[src/rtl/speck_serial_adder.sv]
// Bit-serial modulo-2^WORD_W adder for the SPECK round datapath.
// One bit pair per cycle, LSB first, through a single MIG full-adder cell.
// The carry is held in a flop between cycles, and sum bits shift in from the MSB end.

// Majority-inverter-graph full adder: cout = M(a,b,cin), s = M(~cout, M(a,b,~cin), cin)
module mig_adder (
  input  logic a,
  input  logic b,
  input  logic cin,
  output logic s,
  output logic cout
);
  logic m_abn;

  assign cout  = (a & b) | (a & cin) | (b & cin);
  assign m_abn = (a & b) | (a & ~cin) | (b & ~cin);
  assign s     = (~cout & m_abn) | (~cout & cin) | (m_abn & cin);
endmodule

module speck_serial_adder #(
  parameter int WORD_W = 16
) (
  input  logic              clk,
  input  logic              rst,
  input  logic              start,
  input  logic [WORD_W-1:0] a,
  input  logic [WORD_W-1:0] b,
  output logic [WORD_W-1:0] sum,
  output logic              carry_out,
  output logic              busy,
  output logic              done
);
  localparam int CNT_W = (WORD_W > 1) ? $clog2(WORD_W) : 1;
  localparam logic [CNT_W-1:0] LAST = CNT_W'(WORD_W - 1);

  typedef enum logic [1:0] {IDLE, RUN, DONE} state_t;

  state_t            state;
  logic [WORD_W-1:0] a_sr, b_sr;
  logic              carry;
  logic [CNT_W-1:0]  cnt;
  logic              s_bit, c_bit;

  mig_adder u_fa (
    .a    (a_sr[0]),
    .b    (b_sr[0]),
    .cin  (carry),
    .s    (s_bit),
    .cout (c_bit)
  );

  assign busy = (state != IDLE);
  assign done = (state == DONE);

  // Control FSM plus the serial datapath; start is ignored unless IDLE
  always_ff @(posedge clk) begin
    if (rst) begin
      state     <= IDLE;
      sum       <= '0;
      carry_out <= 1'b0;
      a_sr      <= '0;
      b_sr      <= '0;
      carry     <= 1'b0;
      cnt       <= '0;
    end else begin
      case (state)
        IDLE: begin
          if (start) begin
            a_sr  <= a;
            b_sr  <= b;
            carry <= 1'b0;
            cnt   <= '0;
            state <= RUN;
          end
        end
        RUN: begin
          sum   <= {s_bit, sum[WORD_W-1:1]};
          a_sr  <= a_sr >> 1;
          b_sr  <= b_sr >> 1;
          carry <= c_bit;
          cnt   <= cnt + 1'b1;
          if (cnt == LAST) begin
            carry_out <= c_bit;
            state     <= DONE;
          end
        end
        DONE:    state <= IDLE;
        default: state <= IDLE;
      endcase
    end
  end
endmodule
[config.mk]
export PLATFORM = sky130hd
export DESIGN_NAME = speck_serial_adder
export DESIGN_NICKNAME = d
export VERILOG_FILES = /design/src/rtl/speck_serial_adder.sv
export SDC_FILE = /design/constraint.sdc
export NUM_CORES = 1
export LEC_CHECK = 0
export ABC_AREA = 0
export CAP_MARGIN = 40
export CELL_PAD_IN_SITES_DETAIL_PLACEMENT = 2
export CELL_PAD_IN_SITES_GLOBAL_PLACEMENT = 2
export CORE_ASPECT_RATIO = 1.25
export CORE_MARGIN = 1
export CORE_UTILIZATION = 31
export DETAILED_ROUTE_END_ITERATION = 12
export PLACE_DENSITY_LB_ADDON = 0.3
export SLEW_MARGIN = 20
export SYNTH_ARGS = -nofsm -noshare
export SYNTH_HDL_FRONTEND = slang
export SYNTH_SLANG_ARGS = --single-unit
[constraint.sdc]
create_clock -name clk -period 2.3 [get_ports clk]
set_clock_uncertainty 0.1 [all_clocks]
set_input_delay 0.23 -clock clk [delete_from_list [all_inputs] [get_ports clk]]
set_output_delay 0.23 -clock clk [all_outputs]
set_load 0.02 [all_outputs]
==> metrics.cfg, run 1 <==
[job]
drv_cap = 0

[sta]
finalSetupViolations = 0
grt_setup_unrepaired = no
slew_headroom = 0.617
maxSlewViolCount = 0
final_min_period_over_clock_period = 0.845
final.setup.tns_ns = 0
maxClockFrequency_ghz = 0.514
worst_slew_pin_slew_ns = 0.571
finalHoldViolations = 0
post-route-min-period_ns = 1.94

[route]
num_vias = 2138
drt_wl_cell_um = 16.5
ant_nets = 0
drt-total-wl_mm = 6.64
detail_route.first_pass.iterations = 4
drc = 0
initialDrtViolationCount = 90
avgViaCountPerCell = 5.31

[synthesis]
yosys_most_used_dff = sky130_fd_sc_hd__dfxtp_1
syn-instance-count = 263
ys_warn_count = 0
avgSynthCellArea_um2 = 8.93
post-synth-top-count-cell = sky130_fd_sc_hd__dfxtp_1
synth_largest_area_cell = sky130_fd_sc_hd__dfxtp_1
mappedNetlistNets = 300
synth.area.top_cells = sky130_fd_sc_hd__dfxtp_1 (48%), sky130_fd_sc_hd__a211oi_1 (6.7%), sky130_fd_sc_hd__nor2_1 (5.8%)
post_synthesis_sequential_element_count = 56
async_reset_ff_frac = 0
netlist_area_um2 = 2350
synth.top_cell.area_share = 0.477
ys_top_cells_by_count = sky130_fd_sc_hd__dfxtp_1 (56), sky130_fd_sc_hd__nor2_1 (36), sky130_fd_sc_hd__nand2_1 (31), sky130_fd_sc_hd__a21oi_1 (22), sky130_fd_sc_hd__a211oi_1 (21)
proportion_of_synthesized_chip_area_in_sequential_cells = 0.477
netlist-cell-type-count = 35
synth_edf_count = 0

[floorplanning]
floorplan.rows = 35
initial_utilization = 0.319
floorplan.io_pins = 54
floorplan.core_area_um2 = 7360
die-width_um = 79.9
dieArea_um2 = 7930
chipHeight_um = 99.3

[pwr]
pwr-share-seq = 0.522
p_clk_frac = 0.311
p_comb_frac = 0.167
total_leakage_power_nw = 1.10
sw_frac_of_total = 0.265
power_density_nw_per_um2 = 686
design_power_total_w = 0.00208
vdd.ir_drop.worst_v = 0.000249
cell_int_power_w = 0.00153
power.net_switching_w = 0.000553

[final_layout]
post-route-util = 0.413
layout-drive-gt1-share = 0.0868
n_antenna_cell = 0
finish.net_count = 347
area_growth_pct = 29.2

[clock_tree]
post_cts_buffers = 0
ctsHtreeMaxLevel = 2
cts_buffer_depth = 2
clkSinkCount = 56
clkLatencyLatePin_ns = 0.31
post_cts_gate_resize_count = 0
cts_tree = yes
clkSlewWorstSetupHoldPaths_ns = 0.10
number_of_hold_repair_buffers_added_at_the_cts_stage = 0
root_buffer_cell = sky130_fd_sc_hd__clkbuf_8
cts_buffers = 5

[global_routing]
gr-total-overflow = 0
number_of_global_route_vias_before_repair = 2303
antenna_found_initial = 0
largest_net_degree_at_the_start_of_global_routing = 39
gr-usage-all-layers = 0.181
grt_first_pass_wirelength_mm = 11.3

[placed_design]
placement.io_buffers = 53
gp_routability_congestion = 0.721
post-dp-hpwl_mm = 4.73

[worst_setup_path]
setup.worst_path.class = flip-flop to primary output
worstSetupStartpointType = flip-flop
cp_data_arrival_time_ns = 1.61
timing.critical_path.fanout_max = 5
worst-endpoint-required_ns = 1.97
crit_path_end_kind = primary output

[status]
result_of_the_run = complete, no violations

[hold_path]
hp-class = input pin to flip-flop

==> cells in the final DEF, fill, tap and decap left out, types with 4 or more instances in the layout <==
cell type / Yosys / final
sky130_fd_sc_hd__dfxtp_1: 56 / 56
sky130_fd_sc_hd__nand2_1: 31 / 31
sky130_fd_sc_hd__o221a_2: 4 / 4
sky130_fd_sc_hd__a21oi_1: 22 / 22
sky130_fd_sc_hd__and2_1: 6 / 6
sky130_fd_sc_hd__o2bb2ai_1: 6 / 6
sky130_fd_sc_hd__nor2_1: 36 / 36
sky130_fd_sc_hd__clkbuf_8: 0 / 5
sky130_fd_sc_hd__clkdlybuf4s50_1: 0 / 52
sky130_fd_sc_hd__inv_1: 5 / 5
sky130_fd_sc_hd__a221o_1: 6 / 6
sky130_fd_sc_hd__a211oi_1: 21 / 21
sky130_fd_sc_hd__o22ai_1: 13 / 13
sky130_fd_sc_hd__buf_4: 6 / 9
==> cell type report <==
| class | count | area, um2 |
|---|---|---|
| clock inverter | 2 | 35.0 |
| clock buffer | 6 | 72.6 |
| inverter | 6 | 22.5 |
| fill | 837 | 4320 |
| timing repair buffer | 62 | 593 |
| sequential | 56 | 1120 |
| multi-input combinational | 179 | 1080 |
| tap | 92 | 115 |
==> registers in the layout, indices dropped and copies added, names as in the netlist <==
register,count
sum,16
a_sr,16
carry_out,1
cnt,4
carry,1
state,2
b_sr,16
==> power by group through the flow <==
stage	Combinational [W]	Sequential, W	Clock [W]
floorplan	0.000232	0.00110	0
global placement	0.000340	0.00111	0
detailed placement	0.000353	0.00111	0
CTS	0.000355	0.00109	0.000669
global route	0.000385	0.00110	0.000699
finish	0.000347	0.00109	0.000648
==> per-layer routing <==
| metal | GRT usage | share of wire | routed length (um) | up-vias |
|---|---|---|---|---|
| li1 | - | - | - | 1031 |
| met1 | 0.230 | 0.45 | 2980 | 1054 |
| met2 | 0.316 | 0.51 | 3410 | 44 |
| met3 | 0.0211 | 0.023 | 151 | 9 |
| met4 | 0.0604 | 0.014 | 90 | 0 |
| met5 | 0 | 0 | 0 | - |
==> stage by stage <==
| stage | setup WS [ns] | std cells | hold WS, ns | instance area, um2 |
|---|---|---|---|---|
| after floorplan | 0.832 | 263 | 0.256 | 2350 |
| after global routing | 0.280 | 403 | 0.191 | 3040 |
| after CTS | 0.324 | 403 | 0.176 | 3040 |
| after global placement | 0.382 | 395 | 0.336 | 2930 |
| final | 0.356 | 403 | 0.186 | 3040 |
| after detailed placement | 0.303 | 395 | 0.363 | 2930 |
==> logic make-up after synthesis <==
kind of cell / after synthesis / share of synthesized area
AO/OA/AOI/OAI: 86 / 0.263
AND/OR/NAND/NOR: 91 / 0.181
flip-flops: 56 / 0.477
adder cells (fa/ha/maj): 2 / 0.0139
buffers and inverters: 28 / 0.0645
==> path summary, 6_finish.rpt <==
kind,end,slack [ns],cells past startpoint,from
worst max-delay path,done,0.36,3,state[1]$_SDFFE_PP0P_
worst min-delay path,a_sr[14]$_SDFFE_PP0P_,0.19,2,rst
worst max register to register,b_sr[14]$_SDFFE_PP0P_,0.48,4,state[0]$_SDFFE_PP0P_
worst min register to register,sum[0]$_SDFFE_PP0P_,0.38,2,sum[0]$_SDFFE_PP0P_
==> worst max-delay path, cell delays in order (launching register included) <==
cell and delay, ns:
sky130_fd_sc_hd__dfxtp_1 0.43, sky130_fd_sc_hd__clkinv_1 0.15, sky130_fd_sc_hd__nor2_1 0.11, sky130_fd_sc_hd__clkdlybuf4s50_1 0.61
Power figures use the tool's default switching activity.
==> run 2: changes to the inputs <==
CORE_UTILIZATION = 29   (was 31)
clock period = 2 ns   (was 2.3 ns; I/O delays follow)
==> run 2 against run 1 <==
  * Design area increased by 0.37%
  * Final cell count is 0.99% higher
  * Count of clock-buffer cells in the layout up 1
  * Clock power up 0.8%
  * Global-route usage down 0.63 points
  * Routed wire length down 0.20%
  * Combinational power grew 17%
  * Sequential cell count is the same
  * Core utilization fell by 2.4 points
==> metrics.cfg, run 2 (synthesis results as in run 1) <==
[global_routing]
grt_most_used_layer = met2
grt_first_pass_wirelength_mm = 11.3  ; +0.37%
gr-total-overflow = 0  ; unchanged
global_route.usage.met1 = 0.217  ; -0.0126
gr-usage-all-layers = 0.175  ; -0.00626
antenna_found_initial = 0  ; unchanged
largest_net_degree_at_the_start_of_global_routing = 35  ; -10%
grtUsageMet2 = 0.314  ; -0.00219
grt.met3_usage = 0.0257  ; +0.00456
number_of_global_route_vias_before_repair = 2254  ; -2.1%

[worst_setup_path]
timing.critical_path.slowest_stage_cell = sky130_fd_sc_hd__clkdlybuf4s50_1
timing.rr.start = state[0]$_SDFFE_PP0P_
cpPeakStageDelay_ns = 0.60  ; about the same
critPathBufInv = 2  ; unchanged
cp_cell_instances = inv_1 -> nand2_1 -> clkdlybuf4s50_1
regToRegEndpoint = b_sr[5]$_SDFFE_PP0P_
worst-endpoint-required_ns = 1.70  ; -0.27 ns
worst_path_dominant_cell_family = buffers and inverters
worst_r2r_path_depth = 4  ; unchanged
cp_data_arrival_time_ns = 1.56  ; -0.05 ns
critical_path_depth = 3  ; unchanged
worstSetupStartpointType = flip-flop
crit_path_end_kind = primary output
r2r_setup_slack_ns = 0.34  ; -0.14 ns
setup.worst_path.class = flip-flop to primary output
timing.critical_path.fanout_max = 6  ; +1

[hold_path]
min_path_cells = 2  ; unchanged
worstHoldEndpoint = sum[15]$_SDFFE_PP0P_
hold_path_start = rst
hp-class = input pin to flip-flop

[placed_design]
dpl_worst_slack_ns = 0.0675  ; -0.236 ns
placement.io_buffers = 53  ; unchanged
gp_routability_congestion = 0.736  ; +2.0%
post-dp-hpwl_mm = 4.70  ; -0.54%
placement.cell_area_um2 = 2950  ; +0.81%

[final_layout]
post-route-util = 0.389  ; -0.0239
n_antenna_cell = 0  ; unchanged
top_library_cells_by_usage_in_the_layout_fill_and_taps_aside = sky130_fd_sc_hd__dfxtp_1 (56), sky130_fd_sc_hd__clkdlybuf4s50_1 (52), sky130_fd_sc_hd__nor2_1 (36), sky130_fd_sc_hd__nand2_1 (31), sky130_fd_sc_hd__a21oi_1 (22)
layout_commonest_cell = sky130_fd_sc_hd__dfxtp_1
n_fill_cell = 920  ; +9.9%
layout-drive-gt1-share = 0.0929  ; +0.00613
area_growth_pct = 29.7
finish.net_count = 348  ; +0.29%
top_regs = a_sr (16), b_sr (16), sum (16)
finalInstanceArea_um2 = 3050  ; +0.37%

[clock_tree]
clkLatencyLatePin_ns = 0.31  ; about the same
clkSinkCount = 56  ; unchanged
cts_tree = yes
clkSlewWorstSetupHoldPaths_ns = 0.10  ; about the same
number_of_hold_repair_buffers_added_at_the_cts_stage = 0  ; unchanged
ctsHtreeMaxLevel = 2  ; unchanged
cts_buffer_depth = 2  ; unchanged
root_buffer_cell = sky130_fd_sc_hd__clkbuf_8
cts_buffers = 5  ; unchanged

[pwr]
sw_frac_of_total = 0.275  ; +0.00923
power_density_nw_per_um2 = 758  ; +10%
vdd.ir_drop.worst_v = 0.000294  ; +18%
pwr-share-seq = 0.541  ; +0.019
total_leakage_power_nw = 1.10  ; -0.19%
design_power_total_w = 0.00231  ; +11%
power.net_switching_w = 0.000634  ; +15%
p_comb_frac = 0.176  ; +0.009
p_clk_frac = 0.283  ; -0.028
cell_int_power_w = 0.00167  ; +9.5%

[status]
result_of_the_run = complete, no violations

[sta]
final_min_period_over_clock_period = 0.932
finalSetupViolations = 0  ; unchanged
setup_ws_post_layout_ns = 0.135  ; -0.221 ns
grt_setup_unrepaired = no
finalHoldViolations = 0  ; unchanged
final.setup.tns_ns = 0  ; unchanged
post-route-min-period_ns = 1.86
worst_slew_pin_slew_ns = 0.513  ; -0.0586 ns
maxSlewViolCount = 0  ; unchanged
slew_headroom = 0.658  ; +0.0403
maxClockFrequency_ghz = 0.536

[floorplanning]
floorplan.core_area_um2 = 7840  ; +6.5%
die-width_um = 82.5  ; +3.3%
chipHeight_um = 103  ; +3.3%
floorplan.rows = 36  ; +2.9%
dieArea_um2 = 8460  ; +6.7%
initial_utilization = 0.300  ; -0.0196
floorplan.io_pins = 54  ; unchanged

[route]
detail_route.first_pass.iterations = 2  ; -2
ant_nets = 0  ; unchanged
initialDrtViolationCount = 43  ; -52%
drc = 0  ; unchanged
drt-total-wl_mm = 6.62  ; -0.20%
avgViaCountPerCell = 5.17  ; -2.5%
drt_wl_cell_um = 16.3  ; -1.2%
num_vias = 2105  ; -1.5%

[job]
drv_cap = 0  ; unchanged

[run 2: cell types whose count changed in the layout (fill, tap and decap cells not counted), sizes merged]
cell,previous run,this run
buf,10,11
bufinv,1,0
clkbuf,6,7
clkinv,2,1
clkinvlp,0,1
[run 2: power by group through the flow]
stage / Sequential [W] / Combinational [W] / Clock [W]
4_1_cts: 0.00125 / 0.000414 / 0.000687
5_1_grt: 0.00126 / 0.000451 / 0.000717
3_3_place_gp: 0.00127 / 0.000402 / 0
6_report: 0.00125 / 0.000407 / 0.000653
2_1_floorplan: 0.00126 / 0.000266 / 0
3_5_place_dp: 0.00127 / 0.000412 / 0
[run 2: what timing repair did]
| item | in CTS | in global routing |
|---|---|---|
| endpoints found under the setup margin | 2 | 0 |
| buffers inserted | 0 | 0 |
| endpoints found under the hold margin | 0 | 0 |
| resized for setup | 1 | 0 |
[run 2: worst max-delay path by stage]
stage / slack, ns / startpoint / endpoint
3_3_place_gp: 0.16 / start / b_sr[3]$_SDFFE_PP0P_
2_1_floorplan: 0.56 / state[1]$_SDFFE_PP0P_ / done
5_1_grt: 0.04 / state[1]$_SDFFE_PP0P_ / done
4_1_cts: 0.11 / state[1]$_SDFFE_PP0P_ / done
6_report: 0.14 / state[0]$_SDFFE_PP0P_ / busy
3_5_place_dp: 0.07 / start / b_sr[7]$_SDFFE_PP0P_
[run 2: layer usage]
layer  up-vias  part of all wire
li1       1035                 -
met1      1023              0.46
met2        40              0.50
met3         7             0.028
met4         0             0.011
met5         -                 0
[run 2: cell type report]
type | instances | area (um2) | share of cell area
Tap cell | 95 | 119 | 0.0390
Multi-Input combinational cell | 179 | 1080 | 0.353
Inverter | 6 | 23.8 | 0.00780
Clock inverter | 1 | 7.51 | 0.00246
Timing Repair Buffer | 63 | 613 | 0.201
Sequential cell | 56 | 1120 | 0.368
Clock buffer | 7 | 86.3 | 0.0283
[run 2: through the flow]
| step | hold slack, ns | cells |
|---|---|---|
| floorplan | 0.226 | 263 |
| global placement | 0.337 | 399 |
| detailed placement | 0.346 | 399 |
| CTS | 0.217 | 407 |
| global route | 0.245 | 407 |
| finish | 0.226 | 407 |
